**src/rtl/fpnew_special_result_pipe.sv**
```systemverilog
// Pipelined generator of IEEE-754 special-case results. It produces canonical NaN,
// signed infinity, signed zero and signed max-normal for any EXP_BITS/MAN_BITS format,
// boxes the result into an FLEN-wide slot, and raises the matching status flags.
// Results pass through NUM_PIPE_REGS elastic stages with a valid/ready handshake,
// so they can merge into the same output stage as the FMA pipeline.
//
// Ports:
//   clk_i, rst_ni         clock, asynchronous active-low reset
//   flush_i               synchronous kill of every in-flight entry
//   in_valid_i/in_ready_o request handshake
//   kind_i                0=NaN, 1=Inf, 2=Zero, 3=MaxNorm
//   use_sign_i, sign_i    requested sign (ignored for NaN)
//   tag_i / tag_o         opaque pass-through tag
//   out_valid_o/out_ready_i result handshake
//   result_o              boxed FLEN-wide result
//   status_o              {NV,DZ,OF,UF,NX}
//   busy_o                any stage holds a valid entry
module fpnew_special_result_pipe #(
    parameter int unsigned EXP_BITS      = 8,
    parameter int unsigned MAN_BITS      = 23,
    parameter int unsigned FLEN          = 64,
    parameter int unsigned NAN_BOX       = 1,
    parameter int unsigned NUM_PIPE_REGS = 2,
    parameter int unsigned TAG_WIDTH     = 4
) (
    input  logic                 clk_i,
    input  logic                 rst_ni,
    input  logic                 flush_i,
    input  logic                 in_valid_i,
    output logic                 in_ready_o,
    input  logic [1:0]           kind_i,
    input  logic                 use_sign_i,
    input  logic                 sign_i,
    input  logic [TAG_WIDTH-1:0] tag_i,
    output logic                 out_valid_o,
    input  logic                 out_ready_i,
    output logic [FLEN-1:0]      result_o,
    output logic [4:0]           status_o,
    output logic [TAG_WIDTH-1:0] tag_o,
    output logic                 busy_o
);

    localparam int unsigned W = 1 + EXP_BITS + MAN_BITS;

    logic            sgn;
    logic [W-1:0]    enc;
    logic [4:0]      enc_status;
    logic [FLEN-1:0] boxed;

    // Encoding and boxing happen before the first register stage.
    always_comb begin
        sgn        = use_sign_i & sign_i;
        enc        = '0;
        enc_status = '0;
        unique case (kind_i)
            2'd0: begin
                // Canonical quiet NaN is always positive.
                enc        = {1'b0, {EXP_BITS{1'b1}}, 1'b1, {(MAN_BITS-1){1'b0}}};
                enc_status = 5'b10000;
            end
            2'd1: enc = {sgn, {EXP_BITS{1'b1}}, {MAN_BITS{1'b0}}};
            2'd2: enc = {sgn, {EXP_BITS{1'b0}}, {MAN_BITS{1'b0}}};
            2'd3: begin
                enc        = {sgn, {(EXP_BITS-1){1'b1}}, 1'b0, {MAN_BITS{1'b1}}};
                enc_status = 5'b00101;
            end
            default: ;
        endcase
        boxed        = (NAN_BOX != 0) ? {FLEN{1'b1}} : {FLEN{1'b0}};
        boxed[W-1:0] = enc;
    end

    if (NUM_PIPE_REGS == 0) begin : g_comb
        assign in_ready_o  = out_ready_i && !flush_i;
        assign out_valid_o = in_valid_i && !flush_i;
        assign result_o    = boxed;
        assign status_o    = enc_status;
        assign tag_o       = tag_i;
        assign busy_o      = 1'b0;
    end else begin : g_pipe
        localparam int unsigned N = NUM_PIPE_REGS;

        logic [N-1:0]         valid_q;
        logic [N-1:0]         valid_d;
        logic [N-1:0]         adv;
        logic [FLEN-1:0]      result_q [N];
        logic [4:0]           status_q [N];
        logic [TAG_WIDTH-1:0] tag_q    [N];
        logic                 accept;
        logic                 down_ok;
        logic                 stage_adv;

        // Walk from the output back: a stage moves when it is valid and the stage
        // below is empty or moving, which makes bubbles collapse.
        always_comb begin
            adv       = '0;
            down_ok   = out_ready_i;
            stage_adv = 1'b0;
            for (int k = int'(N) - 1; k >= 0; k--) begin
                stage_adv = valid_q[k] && down_ok;
                adv[k]    = stage_adv;
                down_ok   = !valid_q[k] || stage_adv;
            end
        end

        assign in_ready_o = !flush_i && (!valid_q[0] || adv[0]);
        assign accept     = in_valid_i && in_ready_o;

        always_comb begin
            valid_d    = '0;
            valid_d[0] = accept || (valid_q[0] && !adv[0]);
            for (int k = 1; k < int'(N); k++) begin
                valid_d[k] = adv[k-1] || (valid_q[k] && !adv[k]);
            end
            if (flush_i) begin
                valid_d = '0;
            end
        end

        always_ff @(posedge clk_i or negedge rst_ni) begin
            if (!rst_ni) begin
                valid_q <= '0;
                for (int k = 0; k < int'(N); k++) begin
                    result_q[k] <= '0;
                    status_q[k] <= '0;
                    tag_q[k]    <= '0;
                end
            end else begin
                valid_q <= valid_d;
                if (accept) begin
                    result_q[0] <= boxed;
                    status_q[0] <= enc_status;
                    tag_q[0]    <= tag_i;
                end
                for (int k = 1; k < int'(N); k++) begin
                    if (adv[k-1]) begin
                        result_q[k] <= result_q[k-1];
                        status_q[k] <= status_q[k-1];
                        tag_q[k]    <= tag_q[k-1];
                    end
                end
            end
        end

        assign out_valid_o = valid_q[N-1];
        assign result_o    = result_q[N-1];
        assign status_o    = status_q[N-1];
        assign tag_o       = tag_q[N-1];
        assign busy_o      = |valid_q;
    end

endmodule

```
**config.mk**
```make
export PLATFORM = sky130hd
export DESIGN_NAME = fpnew_special_result_pipe
export DESIGN_NICKNAME = d
export VERILOG_FILES = /design/src/rtl/fpnew_special_result_pipe.sv
export SDC_FILE = /design/constraint.sdc
export NUM_CORES = 1
export LEC_CHECK = 0
export CELL_PAD_IN_SITES_DETAIL_PLACEMENT = 1
export CELL_PAD_IN_SITES_GLOBAL_PLACEMENT = 1
export CORE_MARGIN = 3
export CORE_UTILIZATION = 30
export DETAILED_ROUTE_END_ITERATION = 16
export PLACE_DENSITY_LB_ADDON = 0.12
export SYNTH_ARGS = -nofsm -noshare
export SYNTH_HDL_FRONTEND = slang
export SYNTH_SLANG_ARGS = --single-unit
```
**constraint.sdc**
```tcl
create_clock -name clk_i -period 2.4 [get_ports clk_i]
set_clock_uncertainty 0.15 [all_clocks]
set_input_delay 0.24 -clock clk_i [delete_from_list [all_inputs] [get_ports clk_i]]
set_output_delay 0.24 -clock clk_i [all_outputs]
set_load 0.01 [all_outputs]
```
==> flow_summary.toml <==
[setup_path]
cp_max_fo = 4
end_kind = "primary output"
critPathKind = "primary input to primary output"
reg2reg_depth = 4
start_kind = "primary input"
cp.arrival_ps = 1770
worstPathRequired_ps = 2010
r2r_setup_slack_ps = 930

[final_layout]
mostFrequentLayoutCells = "86 x clkdlybuf4s50_1, 24 x dfrtp_1, 18 x mux2_2"
post_route_cells_drive_above_1_share_pct = 17.06
postLayoutCoreUtil_pct = 41.82
layout_commonest_cell = "clkdlybuf4s50_1"
fin_nets = 191
areaGrowthSynthToFinish_pct = 29.47
fin_area_um2 = 2067
antenna_cells = 0

[flow_run]
drv_cap = 0

[worst_hold_path]
hp-class = "primary input to async pin"

[grt]
first_global_vias = 934
grt_antenna_before_repair = 0
grt_max_degree = 33
grt_pass1_wl_um = 4761
overflow = 0
grtUsageTotal_pct = 9.632

[synth]
yosysWarnings = 0
seq_area_frac_synth_pct = 37.62
synthTopCellsByArea = "dfrtp_1 38%, buf_4 35%, mux2_2 13%"
synth_cells = 150
ys_seq_elements = 24
syn-cell-area_um2 = 1597
syn_area_per_cell_um2 = 10.64
synth_largest_area_cell = "dfrtp_1"
synth_cell_types = 19
yosys.area.top_type_share_pct = 37.62

[route]
drtPass1Iterations = 3
vias = 921
wl_per_cell_um = 12.95
wl_um = 3070
initialDrtViolationCount = 28
viasPerCell = 3.886
ant_nets = 0
drc = 0

[placed_design]
port_buffers = 86
routabilityCongestion = 0.7537
dpl.hpwl_um = 2450
place_area_um2 = 2012

[timing]
hold_viol = 0
fin_crit_sh_pct = 89.85
worst_pin_slew_ps = 613.1
timing.setup.tns_ps = 0
period_needed_ps = 2156
rsz0062_at_grt = "false"
setup_viol = 0
fmax_mhz = 463.7
slew_headroom_pct = 59.13
slew_violations = 0

[clock_network]
cts_resized = 0
postCtsSetupBuffers = 0
clock_path_buffers = 2
clkTransAtPathRegs_ps = 80
clock-sinks = 24
cts_tree = "built"
numCtsBuffers = 3
cts-root-buf = "clkbuf_8"
cts-htree-levels = 1
hold_buffers = 0
clk_latency_ps = 260

[power]
powerDensity_nw_per_um2 = 628.3
vdd_drop_max_mv = 0.3690
leakagePower_nw = 0.8867

[floorplanning]
coreArea_um2 = 4942
fp.dieH_um = 78.95
die-area_um2 = 6233
io_pins = 89
rows = 25
initial_core_util_pct = 32.30
die_w_um = 78.95

[run_status]
status = "finished, final reports clean"
## cells in the mapped netlist (all sizes together)
cell type	count
nand3b	1
o21ai	1
and2b	1
ha	7
nand2b	1
a21oi	3
nand2	2
and3b	1
conb	1
inv	5
dfrtp	24
mux2i	1
a31oi	2
or2	1
buf	74
mux2	18
nor3	2
nor2	5
## per-stage QoR
step | setup slack, ps | total power, mW | hold slack (ps) | cells
finish | 243.6 | 1.299 | 182.7 | 237
global placement | 327.5 | 1.030 | 297.6 | 233
CTS | 247.4 | 1.328 | 189.0 | 237
floorplan | 983.7 | 0.8909 | -205.6 | 151
detailed placement | 261.6 | 1.050 | 307.5 | 233
global route | 172.2 | 1.377 | 205.5 | 237
## final cells by class
type | instances | area (um^2)
sequential | 24 | 600.6
inverter | 5 | 18.77
timing repair buffer | 89 | 883.3
multi-input combinational | 48 | 425.4
clock buffer | 4 | 55.05
tap | 67 | 83.83
fill | 546 | 2875
## worst max-delay path, stage by stage
cell and delay (ps):
clkdlybuf4s50_1 550, and3b_1 210, nor2_1 180, clkdlybuf4s50_1 580
## power breakdown
| part | total (mW) | internal [mW] | leakage (nW) | switching, mW |
|---|---|---|---|---|
| clock network | 0.272 | 0.146 | 0.0288 | 0.125 |
| registers | 0.527 | 0.469 | 0.283 | 0.0573 |
| logic | 0.500 | 0.317 | 0.575 | 0.184 |
## kinds of logic (layout without fill, tap and decap cells)
family / after synthesis / after routing / share of synthesized area (%)
and+or+nand+nor: 14 / 14 / 5.095
other: 1 / 2 / 0.2349
DFF: 24 / 24 / 37.62
buffers and inverters: 79 / 98 / 35.97
AOI/OAI and AO/OA: 6 / 6 / 2.272
muxes: 19 / 19 / 13.32
adders and majority gates: 7 / 7 / 5.486
## worst paths after layout
check                                         start                   to
worst max-delay path                    out_ready_i           in_ready_o
worst min-delay path                         rst_ni  g_pipe.result_q[95]
worst max register to register    g_pipe.valid_q[1]             tag_o[2]
worst min register to register  g_pipe.result_q[96]  g_pipe.result_q[96]
max in group asynchronous                    rst_ni    g_pipe.valid_q[1]
min in group clk_i              g_pipe.result_q[96]  g_pipe.result_q[96]
## sequential cells by signal, summed over array words and instances (netlist names)
register         cells
g_pipe.result_q      5
g_pipe.valid_q       2
g_pipe.status_q      2
tag_o                4
g_pipe.tag_q         4
status_o             2
result_o             5
## per-layer routing
layer / wire length, um / vias up / global-route usage [%] / part of all wire (%)
met4: 4 / 0 / 2.062 / 0.13
met3: 283 / 2 / 3.288 / 9.2
met5: 0 / - / 0 / 0
li1: - / 442 / - / -
met2: 1562 / 53 / 17.74 / 51
met1: 1220 / 424 / 10.70 / 40
Power figures use the tool's default switching activity.
